<file path="src/rtl/para_alu_seq.sv">
// para_alu_seq: handshaked W-bit ALU with registered result/flags; shifts step 1 bit per cycle.
// Define PARA_ALU_MUL_EN to build the W-cycle shift-add multiplier for opcode 111.
module para_alu_seq #(
  parameter int W = 32
) (
  input  logic         clk,
  input  logic         rst_n,
  input  logic         in_valid,
  output logic         in_ready,
  input  logic [W-1:0] a,
  input  logic [W-1:0] b,
  input  logic         c_in,
  input  logic [2:0]   operation,
  output logic         out_valid,
  input  logic         out_ready,
  output logic [W-1:0] result,
  output logic         c_out,
  output logic         zero,
  output logic         ovf
);
  localparam int SHW = $clog2(W);
  localparam int CW = $clog2(W + 1);
  typedef enum logic [1:0] {IDLE, BUSY, DONE} state_t;
  state_t state_q, state_d;
  logic ready_q;
  logic [2:0] op_q, op_d;
  logic [CW-1:0] cnt_q, cnt_d;
  logic [W-1:0] lo_q, lo_d, result_q, result_d;
  logic c_out_q, c_out_d, zero_q, zero_d, ovf_q, ovf_d;
  logic sub, arith, is_sh, is_mul, accept, busy_c, ovf_i;
  logic [W-1:0] bx, res_i;
  logic [W:0] sum;
`ifdef PARA_ALU_MUL_EN
  logic [W-1:0] a_q, a_d, hi_q, hi_d;
  logic [W:0] msum;
  assign is_mul = operation == 3'b111 && |a && |b;
`else
  assign is_mul = 1'b0;
`endif
  assign sub = operation == 3'b011;
  assign arith = operation == 3'b010 || sub;
  assign bx = sub ? ~b : b;
  assign sum = {1'b0, a} + {1'b0, bx} + {{W{1'b0}}, sub | c_in};
  assign ovf_i = arith && (a[W-1] == bx[W-1]) && (sum[W-1] != a[W-1]);
  assign is_sh = (operation == 3'b101 || operation == 3'b110) && |b[SHW-1:0];
  assign accept = in_valid && ready_q;
  // Shifts reach here only with a zero amount, so they pass a through; disabled MUL yields 0.
  assign res_i = operation == 3'b000 ? a & b :
                 operation == 3'b001 ? a | b :
                 arith ? sum[W-1:0] :
                 operation == 3'b100 ? {{(W-1){1'b0}}, $signed(a) < $signed(b)} :
                 (operation == 3'b101 || operation == 3'b110) ? a : '0;
  always_comb begin
    state_d = state_q;
    op_d = op_q;
    cnt_d = cnt_q;
    lo_d = lo_q;
    result_d = result_q;
    c_out_d = c_out_q;
    zero_d = zero_q;
    ovf_d = ovf_q;
    busy_c = 1'b0;
`ifdef PARA_ALU_MUL_EN
    a_d = a_q;
    hi_d = hi_q;
    msum = {1'b0, hi_q} + {1'b0, lo_q[0] ? a_q : {W{1'b0}}};
`endif
    case (state_q)
      IDLE: if (accept) begin
        op_d = operation;
        if (is_sh || is_mul) begin
          state_d = BUSY;
          cnt_d = is_mul ? CW'(W) : CW'(b[SHW-1:0]);
          lo_d = is_mul ? b : a;
`ifdef PARA_ALU_MUL_EN
          a_d = a;
          hi_d = '0;
`endif
        end else begin
          state_d = DONE;
          result_d = res_i;
          c_out_d = arith && sum[W];
          zero_d = res_i == '0;
          ovf_d = ovf_i;
        end
      end
      BUSY: begin
        cnt_d = cnt_q - CW'(1);
        lo_d = op_q == 3'b101 ? {lo_q[W-2:0], 1'b0} : {1'b0, lo_q[W-1:1]};
`ifdef PARA_ALU_MUL_EN
        if (op_q == 3'b111) begin
          hi_d = msum[W:1];
          lo_d = {msum[0], lo_q[W-1:1]};
          busy_c = |msum[W:1];
        end
`endif
        if (cnt_q == CW'(1)) begin
          state_d = DONE;
          result_d = lo_d;
          c_out_d = busy_c;
          zero_d = lo_d == '0;
          ovf_d = 1'b0;
        end
      end
      DONE: state_d = out_ready ? IDLE : DONE;
      default: state_d = IDLE;
    endcase
  end
  always_ff @(posedge clk) begin
    if (!rst_n) begin
      state_q <= IDLE;
      ready_q <= 1'b0;
      op_q <= '0;
      cnt_q <= '0;
      lo_q <= '0;
      result_q <= '0;
      c_out_q <= 1'b0;
      zero_q <= 1'b0;
      ovf_q <= 1'b0;
`ifdef PARA_ALU_MUL_EN
      a_q <= '0;
      hi_q <= '0;
`endif
    end else begin
      state_q <= state_d;
      ready_q <= state_d == IDLE;
      op_q <= op_d;
      cnt_q <= cnt_d;
      lo_q <= lo_d;
      result_q <= result_d;
      c_out_q <= c_out_d;
      zero_q <= zero_d;
      ovf_q <= ovf_d;
`ifdef PARA_ALU_MUL_EN
      a_q <= a_d;
      hi_q <= hi_d;
`endif
    end
  end
  assign in_ready = ready_q;
  assign out_valid = state_q == DONE;
  assign result = result_q;
  assign c_out = c_out_q;
  assign zero = zero_q;
  assign ovf = ovf_q;
endmodule

</file>
<file path="config.mk">
export PLATFORM = sky130hd
export DESIGN_NAME = para_alu_seq
export DESIGN_NICKNAME = d
export VERILOG_FILES = /design/src/rtl/para_alu_seq.sv
export SDC_FILE = /design/constraint.sdc
export NUM_CORES = 1
export LEC_CHECK = 0
export CORE_UTILIZATION = 58
export CTS_CLUSTER_DIAMETER = 40
export DETAILED_ROUTE_END_ITERATION = 8
export GPL_TIMING_DRIVEN = 1
export PLACE_DENSITY = 0.9
export SYNTH_ARGS = -nofsm -noshare
export SYNTH_HDL_FRONTEND = slang
export SYNTH_SLANG_ARGS = --single-unit
</file>
<file path="constraint.sdc">
create_clock -name clk -period 8.4 [get_ports clk]
set_clock_uncertainty 0.15 [all_clocks]
set_input_delay 1.68 -clock clk [delete_from_list [all_inputs] [get_ports clk]]
set_output_delay 1.68 -clock clk [all_outputs]
set_load 0.01 [all_outputs]
</file>
==> impl_metrics.yaml <==
floorplan:
  dieHeight_um: 125
  core_um2: 14600
  die_x_um: 125
  rows: 44
  io_pins: 109
  dieArea_um2: 15700
  initial_core_util_pct: 60.1
place:
  portBuffers: 108
  hpwl_mm: 21.9
  dpl_cell_area_um2: 9950
  gp_congestion: 1.00
critical_path:
  rr_worst_depth: 11
  end_kind: "flop"
  start_kind: "input pin"
  worstSetupEndpoint: "zero"
  cp_max_fo: 21
  r2r_slack_ps: 4850
  rr_startpoint: "in_ready"
  cp-startpoint: "operation[1]"
  r2r-end: "zero"
  cp.required_ps: 8500
  path_class: "in -> reg"
  cp.arrival_ps: 7320
clock_network:
  clkLatencyLatePin_ps: 340
  cts-root-buf: "clkbuf_16"
  cts_buffers: 9
  htreeDepth: 3
  path_clk_slew_ps: 60
  cts_setup_buffers: 0
  clock_path_buffers: 2
  holdBufCountCts: 0
  ctsResizeCount: 0
  cts_tree: "yes"
  cts_sinks: 79
timing:
  tightest_slew_ps: 1160
  min_period_ps: 7220
  setup_viol: 0
  max_slew_margin_pct: 22.5
  post-route-period-util_pct: 85.9
  tns_ps: 0
  max_clock_freq_mhz: 139
  hold_viol: 0
  drv_slew: 0
  rsz0062_at_grt: "no"
cells_and_area:
  syn2layout_area_growth_pct: 16.7
  n_antenna_cell: 0
  mostFrequentLayoutCells: "nand2_1, a21oi_1, ha_1"
  drive_gt1_share_pct: 3.79
  fillCellCount: 1195
  final_util_pct: 70.1
  nets: 1463
  finish.instance_area_um2: 10300
  final_common_cell: "nand2_1"
logic_synthesis:
  synthArstFlopShare_pct: 0
  syn_inst: 1201
  synth_flop_cell: "dfxtp_1"
  syn-cell-area_um2: 8800
  synth_area_per_cell_um2: 7.32
  ys_ff_latch: 79
  synth_fp_nets: 1401
  yosys_warnings: 0
  synth_edf_count: 0
  seq_area_frac_synth_pct: 18.0
  synth_cell_type_count: 68
drt:
  drtIter0Drc: 1098
  vias: 9537
  drt_first_pass_iters: 8
  totalWireLength_mm: 29.7
  viasPerCell: 6.57
  final_antenna_net_count: 0
  post_drt_wl_per_cell_um: 20.5
  drc_errors: 0
global_routing:
  grt_pass1_wl_mm: 47.3
  grt_antenna_before_repair: 0
  grt_max_degree: 81
  grt.total_usage_pct: 37.9
  overflow: 0
  first_global_vias: 8955
power_and_ir_drop:
  combPwrFrac_pct: 40.8
  power_switching_mw: 0.507
  power.density_nw_per_um2: 135
  switching_share_pct: 36.5
  pwr-share-seq_pct: 29.2
  power_mw: 1.39
  leakage_nw: 4.33
  ir_drop_v: 0.000143
  clkPwrFrac_pct: 30.0
  p_int_mw: 0.882
min_path:
  hold_path.class: "reg -> reg"
job:
  max_cap_viol_count: 0
status:
  status: "finished clean"
[state kept, by name, summed over array words and instances, names as in the netlist]
signal / count
state_q: 2
lo_q: 32
result: 32
ovf: 1
zero: 1
c_out: 1
op_q: 3
cnt_q: 6
in_ready: 1
[Yosys cell counts (6+ instances only)]
library cell    n  share of area (%)
nor2b_1        42                3.0
a21oi_1       128                7.3
o21a_1         10               0.85
xor2_1         11                1.1
nand2_1       137                5.8
nand4_1         7               0.50
nand2b_1       19                1.4
a21boi_0       14                1.2
mux2i_1        21                2.4
and3_1          7               0.50
clkbuf_1       61                2.6
a221oi_1       30                3.0
a31oi_1         9               0.64
nor3_1         22                1.3
nor2_1         77                3.3
and2_1         12               0.85
o221ai_1       15                1.5
inv_1          86                3.7
a21o_1          9               0.77
buf_1           6               0.26
nand3_1        26                1.5
a32o_1          6               0.68
ha_1          126                 18
xnor2_1        47                4.7
a211oi_1       16                1.4
o21ai_0        78                4.4
nor4_1         15                1.1
dfxtp_1        79                 18
[how the worst min path moves through the flow]
| stage | startpoint | to | slack (ps) | depth (start not counted) |
|---|---|---|---|---|
| 6_report | result[14] | result[14] | 310 | 2 |
| 5_1_grt | result[22] | result[22] | 350 | 2 |
| 4_1_cts | result[14] | result[14] | 320 | 2 |
| 3_5_place_dp | result[14] | result[14] | 310 | 2 |
| 3_3_place_gp | result[20] | result[20] | 310 | 2 |
| 2_1_floorplan | lo_q[10] | lo_q[10] | 300 | 2 |
[cells by family after synthesis]
kind of cell,after synthesis,share of synthesized area (%)
mux,22,2.52
buf+inv,157,6.83
compound gates,375,27.7
flops,79,18.0
simple gates,382,20.8
fa+ha+maj,128,18.4
xor+xnor,58,5.78
[layout make-up]
type | instances | area [um^2] | share of cell area (%)
inverter | 86 | 323 | 3.15
clock inverter | 5 | 82.6 | 0.805
tap | 184 | 230 | 2.24
clock buffer | 11 | 233 | 2.27
sequential | 79 | 1580 | 15.4
timing repair buffer | 122 | 1180 | 11.5
multi-input combinational | 965 | 6630 | 64.6
[routing by layer]
metal | vias up | GRT usage, % | routed length (um)
met5 | - | 0 | 0
met2 | 538 | 62.2 | 13400
met4 | 0 | 21.1 | 1810
met1 | 4454 | 47.5 | 12000
li1 | 4416 | - | -
met3 | 129 | 5.82 | 2470
[per-stage QoR]
stage | instances | hold slack, ps | worst slack [ps]
2_1_floorplan | 1201 | 303 | 1690
3_3_place_gp | 1436 | 305 | 1080
3_5_place_dp | 1436 | 308 | 901
4_1_cts | 1452 | 316 | 1220
5_1_grt | 1452 | 353 | 866
6_report | 1452 | 313 | 1180
[power groups by stage]
stage          clock network (mW)  logic, mW  registers, mW
2_1_floorplan                   0      0.352          0.416
3_3_place_gp                    0      0.544          0.413
3_5_place_dp                    0      0.549          0.413
4_1_cts                     0.417      0.553          0.405
5_1_grt                     0.434      0.614          0.408
6_report                    0.417      0.566          0.406
[critical path: stages]
cell and delay (ps):
clkdlybuf4s50_1 460, buf_4 230, inv_1 220, nor2_1 200
nand2_2 430, xor2_1 300, fa_1 520, fa_1 460
nor2b_4 140, o31a_1 230, o2111ai_2 150, a2111oi_2 590
nand2b_1 190, xnor2_1 120, a31oi_1 120, or4_1 500
or4_1 530, o31ai_1 240
Note: power is estimated with default switching activity, not from simulation.
